[src/rtl/mem_stage_ctrl_pkg.sv]
// Shared MEM-stage types: sequencer state encoding and default widths.
package mem_stage_ctrl_pkg;
  localparam int DATA_W_DEF  = 64;
  localparam int TIMEOUT_DEF = 16;

  typedef enum logic [1:0] {
    IDLE   = 2'd0,
    ACCESS = 2'd1,
    DONE   = 2'd2
  } mem_state_t;
endpackage

[src/rtl/mem_stage_ctrl_timeout_cnt.sv]
// ACCESS-cycle counter: clears outside ACCESS, flags the LIMIT-th enabled cycle.
// Purely registered count; o_expired is combinational on the current count.
module mem_timeout_cnt #(
  parameter int LIMIT = 16
) (
  input  logic clk,
  input  logic reset,
  input  logic i_clr,
  input  logic i_en,
  output logic o_expired
);
  localparam int CW = $clog2(LIMIT + 1);

  logic [CW-1:0] r_cnt;

  always_ff @(posedge clk or negedge reset) begin
    if (!reset) begin
      r_cnt <= '0;
    end else if (i_clr) begin
      r_cnt <= '0;
    end else if (i_en) begin
      r_cnt <= r_cnt + 1'b1;
    end
  end

  // Count is 0 in the first ACCESS cycle, so LIMIT-1 marks the LIMIT-th one.
  assign o_expired = i_en && (r_cnt == CW'(LIMIT - 1));
endmodule

[src/rtl/mem_stage_ctrl.sv]
// MEM-stage data-memory sequencer: IDLE -> ACCESS (req until ack) -> DONE; min 2 stall cycles.
// Combinational stall freezes upstream while busy; MEM_TIMEOUT_EN adds an ACCESS abort timer.
module mem_stage_ctrl
  import mem_stage_ctrl_pkg::*;
#(
  parameter int DATA_W = DATA_W_DEF
`ifdef MEM_TIMEOUT_EN
  , parameter int TIMEOUT = TIMEOUT_DEF
`endif
) (
  input  logic              clk,
  input  logic              reset,
  input  logic              mem_read_MEM,
  input  logic              memWrite_E_MEM,
  input  logic [DATA_W-1:0] ALU_out_MEM,
  input  logic [DATA_W-1:0] mem_Din_MEM,
  output logic              dmem_req,
  output logic              dmem_we,
  output logic [DATA_W-1:0] dmem_addr,
  output logic [DATA_W-1:0] dmem_wdata,
  input  logic              dmem_ack,
  input  logic [DATA_W-1:0] dmem_rdata,
  output logic              stall,
  output logic              mem_valid,
  output logic [DATA_W-1:0] mem_rdata,
  output logic              mem_err
);
  mem_state_t        r_state;
  mem_state_t        w_state_nxt;
  logic              w_op;
  logic              w_access;
  logic              w_ack_fire;
  logic              w_timeout;
  logic              r_we;
  logic [DATA_W-1:0] r_addr;
  logic [DATA_W-1:0] r_wdata;
  logic [DATA_W-1:0] r_rdata;

  assign w_op       = mem_read_MEM | memWrite_E_MEM;
  assign w_access   = (r_state == ACCESS);
  assign w_ack_fire = w_access & dmem_ack;

`ifdef MEM_TIMEOUT_EN
  logic w_expired;
  logic r_err;

  mem_timeout_cnt #(.LIMIT(TIMEOUT)) u_timeout (
    .clk       (clk),
    .reset     (reset),
    .i_clr     (!w_access),
    .i_en      (w_access),
    .o_expired (w_expired)
  );

  // An ack landing on the last allowed cycle still counts as a good completion.
  assign w_timeout = w_expired & ~dmem_ack;

  always_ff @(posedge clk or negedge reset) begin
    if (!reset) begin
      r_err <= 1'b0;
    end else begin
      r_err <= w_timeout;
    end
  end

  assign mem_err = r_err;
`else
  assign w_timeout = 1'b0;
  assign mem_err   = 1'b0;
`endif

  always_comb begin
    w_state_nxt = r_state;
    unique case (r_state)
      IDLE:    if (w_op) w_state_nxt = ACCESS;
      ACCESS:  if (dmem_ack || w_timeout) w_state_nxt = DONE;
      DONE:    w_state_nxt = IDLE;
      default: w_state_nxt = IDLE;
    endcase
  end

  always_ff @(posedge clk or negedge reset) begin
    if (!reset) begin
      r_state <= IDLE;
      r_we    <= 1'b0;
      r_addr  <= '0;
      r_wdata <= '0;
      r_rdata <= '0;
    end else begin
      r_state <= w_state_nxt;
      if ((r_state == IDLE) && w_op) begin
        r_we    <= memWrite_E_MEM;
        r_addr  <= ALU_out_MEM;
        r_wdata <= mem_Din_MEM;
      end
      // Stores and aborted accesses leave zero behind rather than stale load data.
      if (w_ack_fire) begin
        r_rdata <= r_we ? '0 : dmem_rdata;
      end else if (w_timeout) begin
        r_rdata <= '0;
      end
    end
  end

  assign dmem_req   = w_access;
  assign dmem_we    = r_we;
  assign dmem_addr  = r_addr;
  assign dmem_wdata = r_wdata;
  assign mem_valid  = (r_state == DONE);
  assign mem_rdata  = r_rdata;
  assign stall      = reset & (((r_state == IDLE) & w_op) | w_access);
endmodule

[config.mk]
export PLATFORM = sky130hd
export DESIGN_NAME = mem_stage_ctrl
export DESIGN_NICKNAME = d
export VERILOG_FILES = /design/src/rtl/mem_stage_ctrl_pkg.sv /design/src/rtl/mem_stage_ctrl_timeout_cnt.sv /design/src/rtl/mem_stage_ctrl.sv
export SDC_FILE = /design/constraint.sdc
export NUM_CORES = 1
export LEC_CHECK = 0
export ABC_AREA = 0
export CAP_MARGIN = 20
export CORE_MARGIN = 5
export CORE_UTILIZATION = 40
export CTS_CLUSTER_DIAMETER = 150
export CTS_CLUSTER_SIZE = 20
export DETAILED_ROUTE_END_ITERATION = 12
export DONT_BUFFER_PORTS = 1
export PLACE_DENSITY = 0.63
export RECOVER_POWER = 25
export SKIP_CTS_REPAIR_TIMING = 1
export SYNTH_ARGS = -nofsm -noshare
export SYNTH_HDL_FRONTEND = slang
export SYNTH_HIERARCHICAL = 1
export SYNTH_SLANG_ARGS = --single-unit
[constraint.sdc]
create_clock -name clk -period 2.9 [get_ports clk]
set_clock_uncertainty 0.1 [all_clocks]
set_input_delay 0.58 -clock clk [delete_from_list [all_inputs] [get_ports clk]]
set_output_delay 0.58 -clock clk [all_outputs]
set_load 0.02 [all_outputs]
## Word-level counts from Yosys, hierarchy flattened

Index checks and enable logic that the tools add are counted.

- Equal/unequal tests: 4
- Bitwise gates (word level): 5
- Mux-type cells: 4
- Reduce and logical (&&, ||, !) cells: 3

Operator list:

| cell | number |
|---|---|
| $mux W64 | 1 |
| $mux W2 | 2 |
| $ne A2 B2 Y1 const B | 2 |
| $pmux W2 S2 | 1 |
| $and A1 B1 Y1 | 3 |
| $eq A2 B1 Y1 const B | 1 |
| $eq A2 B2 Y1 const B | 1 |
| $logic_not A2 Y1 | 1 |
| $or A1 B1 Y1 | 2 |
| $reduce_and A2 Y1 | 1 |
| $logic_and A1 B1 Y1 | 1 |

- Flip-flop bits (word level): 195
- Output and inout port bits: 197
- Logic and storage cells: 21
- Input bits: 197

## Depth between registers and ports, before layout

Gate-level depths: netlist (run 1).

- Depth after elaboration: 4
- Gate-level depth with buffers: 6
- Depth with buffers taken out: 3

## Least setup slack after synthesis (run 1)

OpenSTA, ideal clock, no wires.

- Path type: in2out
- Start point: input port memWrite_E_MEM
- End point: output port stall
- Arrival: 1,151 ps
- Stages: 2
- Slack: 1,069 ps
- Data required time: 2,220 ps
- Path buffers: 0
- Cell sequence: nor3_1 -> nor3b_1

- Word-level cells in the longest chain between the ends: 4

RTL lines:

| item | line | source |
|---|---|---|
| start: declaration | mem_stage_ctrl.sv:14 | `input logic memWrite_E_MEM,` |
| $or A1 B1 Y1 | mem_stage_ctrl.sv:39 | `assign w_op = mem_read_MEM \| memWrite_E_MEM;` |
| $and A1 B1 Y1 | mem_stage_ctrl.sv:111 | `assign stall = reset & (((r_state == IDLE) & w_op) \| w_access);` |
| $or A1 B1 Y1 | mem_stage_ctrl.sv:111 |  |
| $and A1 B1 Y1 | mem_stage_ctrl.sv:111 |  |
| end: declaration | mem_stage_ctrl.sv:23 | `output logic stall,` |

Every way passes these cells.

## Worst setup path in the final report (run 1)

- Start point: register r_state[0]
- End point: output port stall

- Word-level cells in the longest chain between the ends: 4
- Elaborated cells on any way between the ends: 5
- Those cells by class: eq/ne (1); bitwise (3); reduce/logical (1)

RTL lines:

| item | line | source |
|---|---|---|
| start: declaration | mem_stage_ctrl.sv:28 | `mem_state_t r_state;` |
| start signal: assignment | mem_stage_ctrl.sv:90 | `r_state <= w_state_nxt;` |
| $logic_not A2 Y1 | mem_stage_ctrl.sv:111 |  |
| $and A1 B1 Y1 | mem_stage_ctrl.sv:111 |  |
| $or A1 B1 Y1 * | mem_stage_ctrl.sv:111 |  |
| $and A1 B1 Y1 * | mem_stage_ctrl.sv:111 |  |

Every way passes the cells marked *; elsewhere a longest branch is shown, timed or not.

==> results of run 1 <==
[metrics by stage]
stage	utilization	cell area (µm²)	hold slack (ps)
finish	0.437	8810	-255
global route	0.437	8810	-291
CTS	0.437	8810	-280
detailed placement	0.409	8250	188
global placement	0.409	8250	189
floorplan	-	8180	184
[critical path, stage by stage (launching register included)]
cell and delay, ps:
dfrtp_1 440, nor3_1 290, nor3b_1 90, buf_4 180
[cells by family (layout without fill, tap and decap cells)]
group	after synthesis	count (layout)	share of synthesized area
AND/OR/NAND/NOR	135	135	0.0837
other	1	1	0.000458
buffers and inverters	37	39	0.0450
flip-flops	195	195	0.597
AO/OA/AOI/OAI	67	67	0.0430
multiplexers	128	128	0.231
[report_power, final]
part | internal (mW) | switching (mW) | total (mW) | leakage, nW
sequential | 4.03 | 2.84 | 6.86 | 2.37
combinational | 1.65 | 0.943 | 2.59 | 1.36
clock | 1.16 | 1.09 | 2.25 | 0.276
total | 6.83 | 4.87 | 11.7 | 4.00
[routing by layer]
| metal | global-route usage | wire, µm | up-vias |
|---|---|---|---|
| li1 | - | - | 1851 |
| met1 | 0.188 | 7210 | 2076 |
| met2 | 0.272 | 9740 | 254 |
| met3 | 0.0916 | 2470 | 21 |
| met4 | 0.0467 | 303 | 0 |
| met5 | 0 | 0 | - |
[synthesized netlist by cell type]
| library cell | n | share of area |
|---|---|---|
| a211oi_1 | 1 | 0.00092 |
| a22o_1 | 1 | 0.0011 |
| and2b_1 | 1 | 0.00092 |
| buf_12 | 11 | 0.027 |
| buf_2 | 7 | 0.0043 |
| buf_4 | 3 | 0.0028 |
| buf_6 | 1 | 0.0014 |
| buf_8 | 2 | 0.0037 |
| clkbuf_1 | 12 | 0.0055 |
| conb_1 | 1 | 0.00046 |
| dfrtp_1 | 195 | 0.60 |
| inv_1 | 1 | 0.00046 |
| mux2_2 | 8 | 0.011 |
| mux2_4 | 120 | 0.22 |
| nand2_1 | 65 | 0.030 |
| nand2b_1 | 64 | 0.049 |
| nand3b_1 | 1 | 0.00092 |
| nor2_2 | 1 | 0.00077 |
| nor2b_1 | 1 | 0.00077 |
| nor3_1 | 1 | 0.00061 |
| nor3b_1 | 1 | 0.00092 |
| o21a_4 | 1 | 0.0018 |
| o21ai_0 | 63 | 0.039 |
| o21ai_1 | 1 | 0.00061 |
[registers in the layout, indices dropped and copies added (netlist names)]
signal / cells
dmem_addr: 64
dmem_wdata: 64
dmem_we: 1
mem_rdata: 64
r_state: 2
[layout make-up]
cell class	instances	area (µm²)
clock inverters	13	120
inverters	1	3.75
well taps	270	338
repair buffers	6	95.1
multi-input cells	331	2930
fillers	1843	11400
flip-flops and latches	195	4880
clock buffers	19	443
[worst max-delay path by stage]
stage                   start             end  slack [ps]  cells after the start
2_1_floorplan  memWrite_E_MEM           stall        1070                      2
3_3_place_gp       r_state[0]  dmem_wdata[14]         970                      4
3_5_place_dp       r_state[0]   dmem_wdata[7]         910                      4
4_1_cts            r_state[0]           stall         770                      3
5_1_grt            r_state[0]           stall         660                      3
6_report           r_state[0]           stall         820                      3
==> metrics.txt, run 1 <==
core box area=about 20000 µm²; Tot Pwr=about 12 mW; # DRC=0; Synth Warn #=6; Detail Route Antenna Nets=0; post-DP HPWL=approximately 15000 µm; Initial Utilization=0.406; startpoint types=register; # diodes=0; clk root buf=clkbuf_16; Die Y=roughly 150 µm; Post-Syn Instances=563; Worst Setup Slack, final=815 ps; fmax=between 400 and 500 MHz; vias in the first global route=approximately 4600; die width=approximately 150 µm; largest net degree at the start of global routing=197; pwr dens=approximately 1300 nW/µm²; Finish-stage setup viols=0; antenna violations before repair=0; P_leak=about 4.0 nW; WS Path Type=reg2out; Worst VDD drop=approximately 0.45 mV; endpoints failing hold=195; FP Rows=52; post-place setup slack=~900 ps; commonest non-fill, non-tap cell in the layout=dfrtp_1; Crit path arrival time=between 1000 and 1500 ps; Synth Register Bits=just under 200; CTS Buf Count=17; CP max FO=6; Hold Worst Slack=-255 ps; origin of the critical flop-to-flop path=r_state[0]; syn_nets=760; Crit path required time=about 2200 ps; Worst R2R End=dmem_wdata[9]; Final TNS setup=0 ps; CP Capture Type=output pin; vias per std cell=just over 5; port bufs=0; die footprint=around 23000 µm²; CTS H-Tree Depth=4; max-slew violation count=0; vias after detailed routing=4202; Hold Path Class=in2async; # IOs=just under 400; crit path time final=2080 ps; fin crit share=0.719; Remaining Overflow, GRT=0; first-pass GRT wire length=30200 µm; Clock transition at path regs=80 ps; RSZ-0062 raised after global routing=no; Mapped Area=8180 µm²; R2R Setup Slk=about 910 ps; worst slew pin tran=around 500 ps; WL per Instance=between 20 and 25 µm; CTS tree=done; Clock Tree Buf Depth=2; GP Congestion=~0.84; R2R depth=4; number of max-cap violations=0; number of clock sinks=roughly 200; Seq/Total Area, Yosys=0.597; final std cells w/o fill=about 840; synthesis-to-layout area growth=7.73%; ratio of cells with drive above 1 in the final layout=0.296; syn_area_per_cell=about 15 µm²; status=complete, but fails checks; failing checks=negative hold slack; Inst Count DP=~800; Net count, final=749; slew margin rel.=0.661; Iteration-0 DRC Markers=about 190; DR pass1 iterations=4; total routed wirelength=approximately 20000 µm; commonest cells after routing, fill and taps aside=195 x dfrtp_1, 120 x mux2_4, 65 x nand2_1; Skew-Pair Late Insertion Delay=between 400 and 500 ps; GRT Total Usage=0.166; Synth cell types=24
(Power assumes the default switching activity.)
==> run 2: changes to the inputs <==
Clock period 2.9 ns to 2.1 ns, I/O delays scaled along.
==> metrics.txt, run 2 (same netlist as run 1, synthesis figures left out) <==
DR pass1 iterations=4 (unchanged); GRT met2 Usage=0.266 (-0.00590); Remaining Overflow, GRT=0 (unchanged); sequential group share of total power=0.587 (about the same); total routed wirelength=19700 µm (-0.40%); vias per std cell=5.09 (+1.1%); Crit path arrival time=1380 ps (-20 ps); CTS Buf Count=17 (unchanged); WS Path Type=reg2out; largest net degree at the start of global routing=197 (unchanged); endpoints failing hold=195 (unchanged); vias in the first global route=4483 (-2.7%); Pint=9.45 mW (+38%); P_leak=4.02 nW (+0.44%); Clock transition at path regs=70 ps (about the same); number of max-cap violations=0 (unchanged); CP Capture Type=output pin; commonest non-fill, non-tap cell in the layout=dfrtp_1; die footprint=23400 µm² (unchanged); Clock Tree Buf Depth=2 (unchanged); Final TNS setup=0 ps (unchanged); Hold Worst Slack=-408 ps (-153 ps); GRT Max-Usage Layer=met2; Sw Pwr=6.69 mW (+37%); RSZ-0062 raised after global routing=no; antenna violations before repair=1 (+1); Initial Utilization=0.406 (unchanged); combinational share of power=0.223 (+0.002); Die Y=153 µm (unchanged); fin crit share=0.903; area of the multi-input gates=2930 µm² (unchanged); GP Congestion=0.821 (-1.9%); fmax=around 530 MHz; CTS H-Tree Depth=4 (unchanged); vias after detailed routing=4260 (+1.4%); # fillers=1831 (-0.65%); crit path time final=1900 ps; CTS tree=done; Finish-stage setup viols=0 (unchanged); post-DP HPWL=14800 µm (+0.83%); met3 usage=0.0939 (+0.00226); sequential cell area=4880 µm² (unchanged); Iteration-0 DRC Markers=201 (+6.3%); FP Rows=52 (unchanged); number of clock sinks=195 (unchanged); # diodes=0 (unchanged); failing checks=negative hold slack; # DRC=0 (unchanged); max-slew violation count=0 (unchanged); Worst VDD drop=0.646 mV (+43%); Detail Route Antenna Nets=0 (unchanged); CP max FO=6 (unchanged); Crit path required time=1580 ps (-640 ps); Net count, final=753 (+0.53%); WL per Instance=23.5 µm (-0.64%); synthesis-to-layout area growth=8.02%; DP Area=8270 µm² (+0.27%); first-pass GRT wire length=29700 µm (-1.9%); # IOs=394 (unchanged); status=complete, but fails checks; clk root buf=clkbuf_16; worst slew pin tran=635 ps (+127 ps); switching share of total power=0.414 (-0.00195); Skew-Pair Late Insertion Delay=410 ps (about the same); GRT Total Usage=0.163 (-0.00277); die width=153 µm (unchanged); clock share of power=0.191 (about the same); core box area=20200 µm² (unchanged); slew margin rel.=0.576 (-0.0849); fin area=8830 µm² (+0.27%); ratio of cells with drive above 1 in the final layout=0.298 (+0.00248); Hold Path Class=in2async; commonest cells after routing, fill and taps aside=195 x dfrtp_1, 120 x mux2_4, 65 x nand2_1; port bufs=0 (unchanged); startpoint types=register; pwr dens=1830 nW/µm² (+37%); met1 global-route usage=0.183 (-0.00502)
## run 2: area by class of cell
cell class                 count  area share
sequential                   195       0.552
multi-input combinational    331       0.332
clock buffer                  18      0.0497
tap                          270      0.0382
timing repair buffer          10      0.0144
clock inverter                12      0.0130
inverter                       1    0.000425
## run 2: power groups by stage
stage	sequential (mW)	clock, mW	combinational [mW]
final	9.47	3.08	3.59
after global routing	9.72	3.34	3.94
after CTS	9.56	3.17	3.64
after detailed placement	9.58	0	3.64
after global placement	9.56	0	3.43
after floorplan	8.86	0	3.40
## run 2: worst max-delay path, stage by stage, from the launching register on
cell and delay, ps:
dfrtp_1 440, nor3_1 280, nor3b_1 80, buf_4 170
## run 2: worst paths after layout
check                           slack, ps  depth (start not counted)     startpoint        endpoint
worst min register to register        460                          1     r_state[1]      r_state[0]
worst max register to register        320                          5     r_state[0]   dmem_addr[55]
min in group clk                       40                          2  dmem_rdata[5]    mem_rdata[5]
worst max-delay path                  200                          3     r_state[0]           stall
max in group asynchronous            1760                          0          reset   dmem_addr[38]
worst min-delay path                 -410                          0          reset  dmem_wdata[19]
## run 2: metrics by stage
step           utilization  worst slack [ps]  power, mW  instances
3_3_place_gp         0.410               340       13.0        806
3_5_place_dp         0.410               317       13.2        806
2_1_floorplan            -               555       12.3        563
5_1_grt              0.438              84.9       17.0        837
6_report             0.438               203       16.1        837
4_1_cts              0.438               175       16.4        836
## run 2: routing by layer
layer	part of all wire	wire, µm
met5	0.00066	13
met4	0.015	291
met3	0.13	2650
met2	0.49	9710
met1	0.36	7000
==> run 3: changes to the inputs <==
Settings changed: ABC_AREA 0 to unset.
==> results of run 3 <==
Final layout, timing and power as in run 2 (identical DEF).
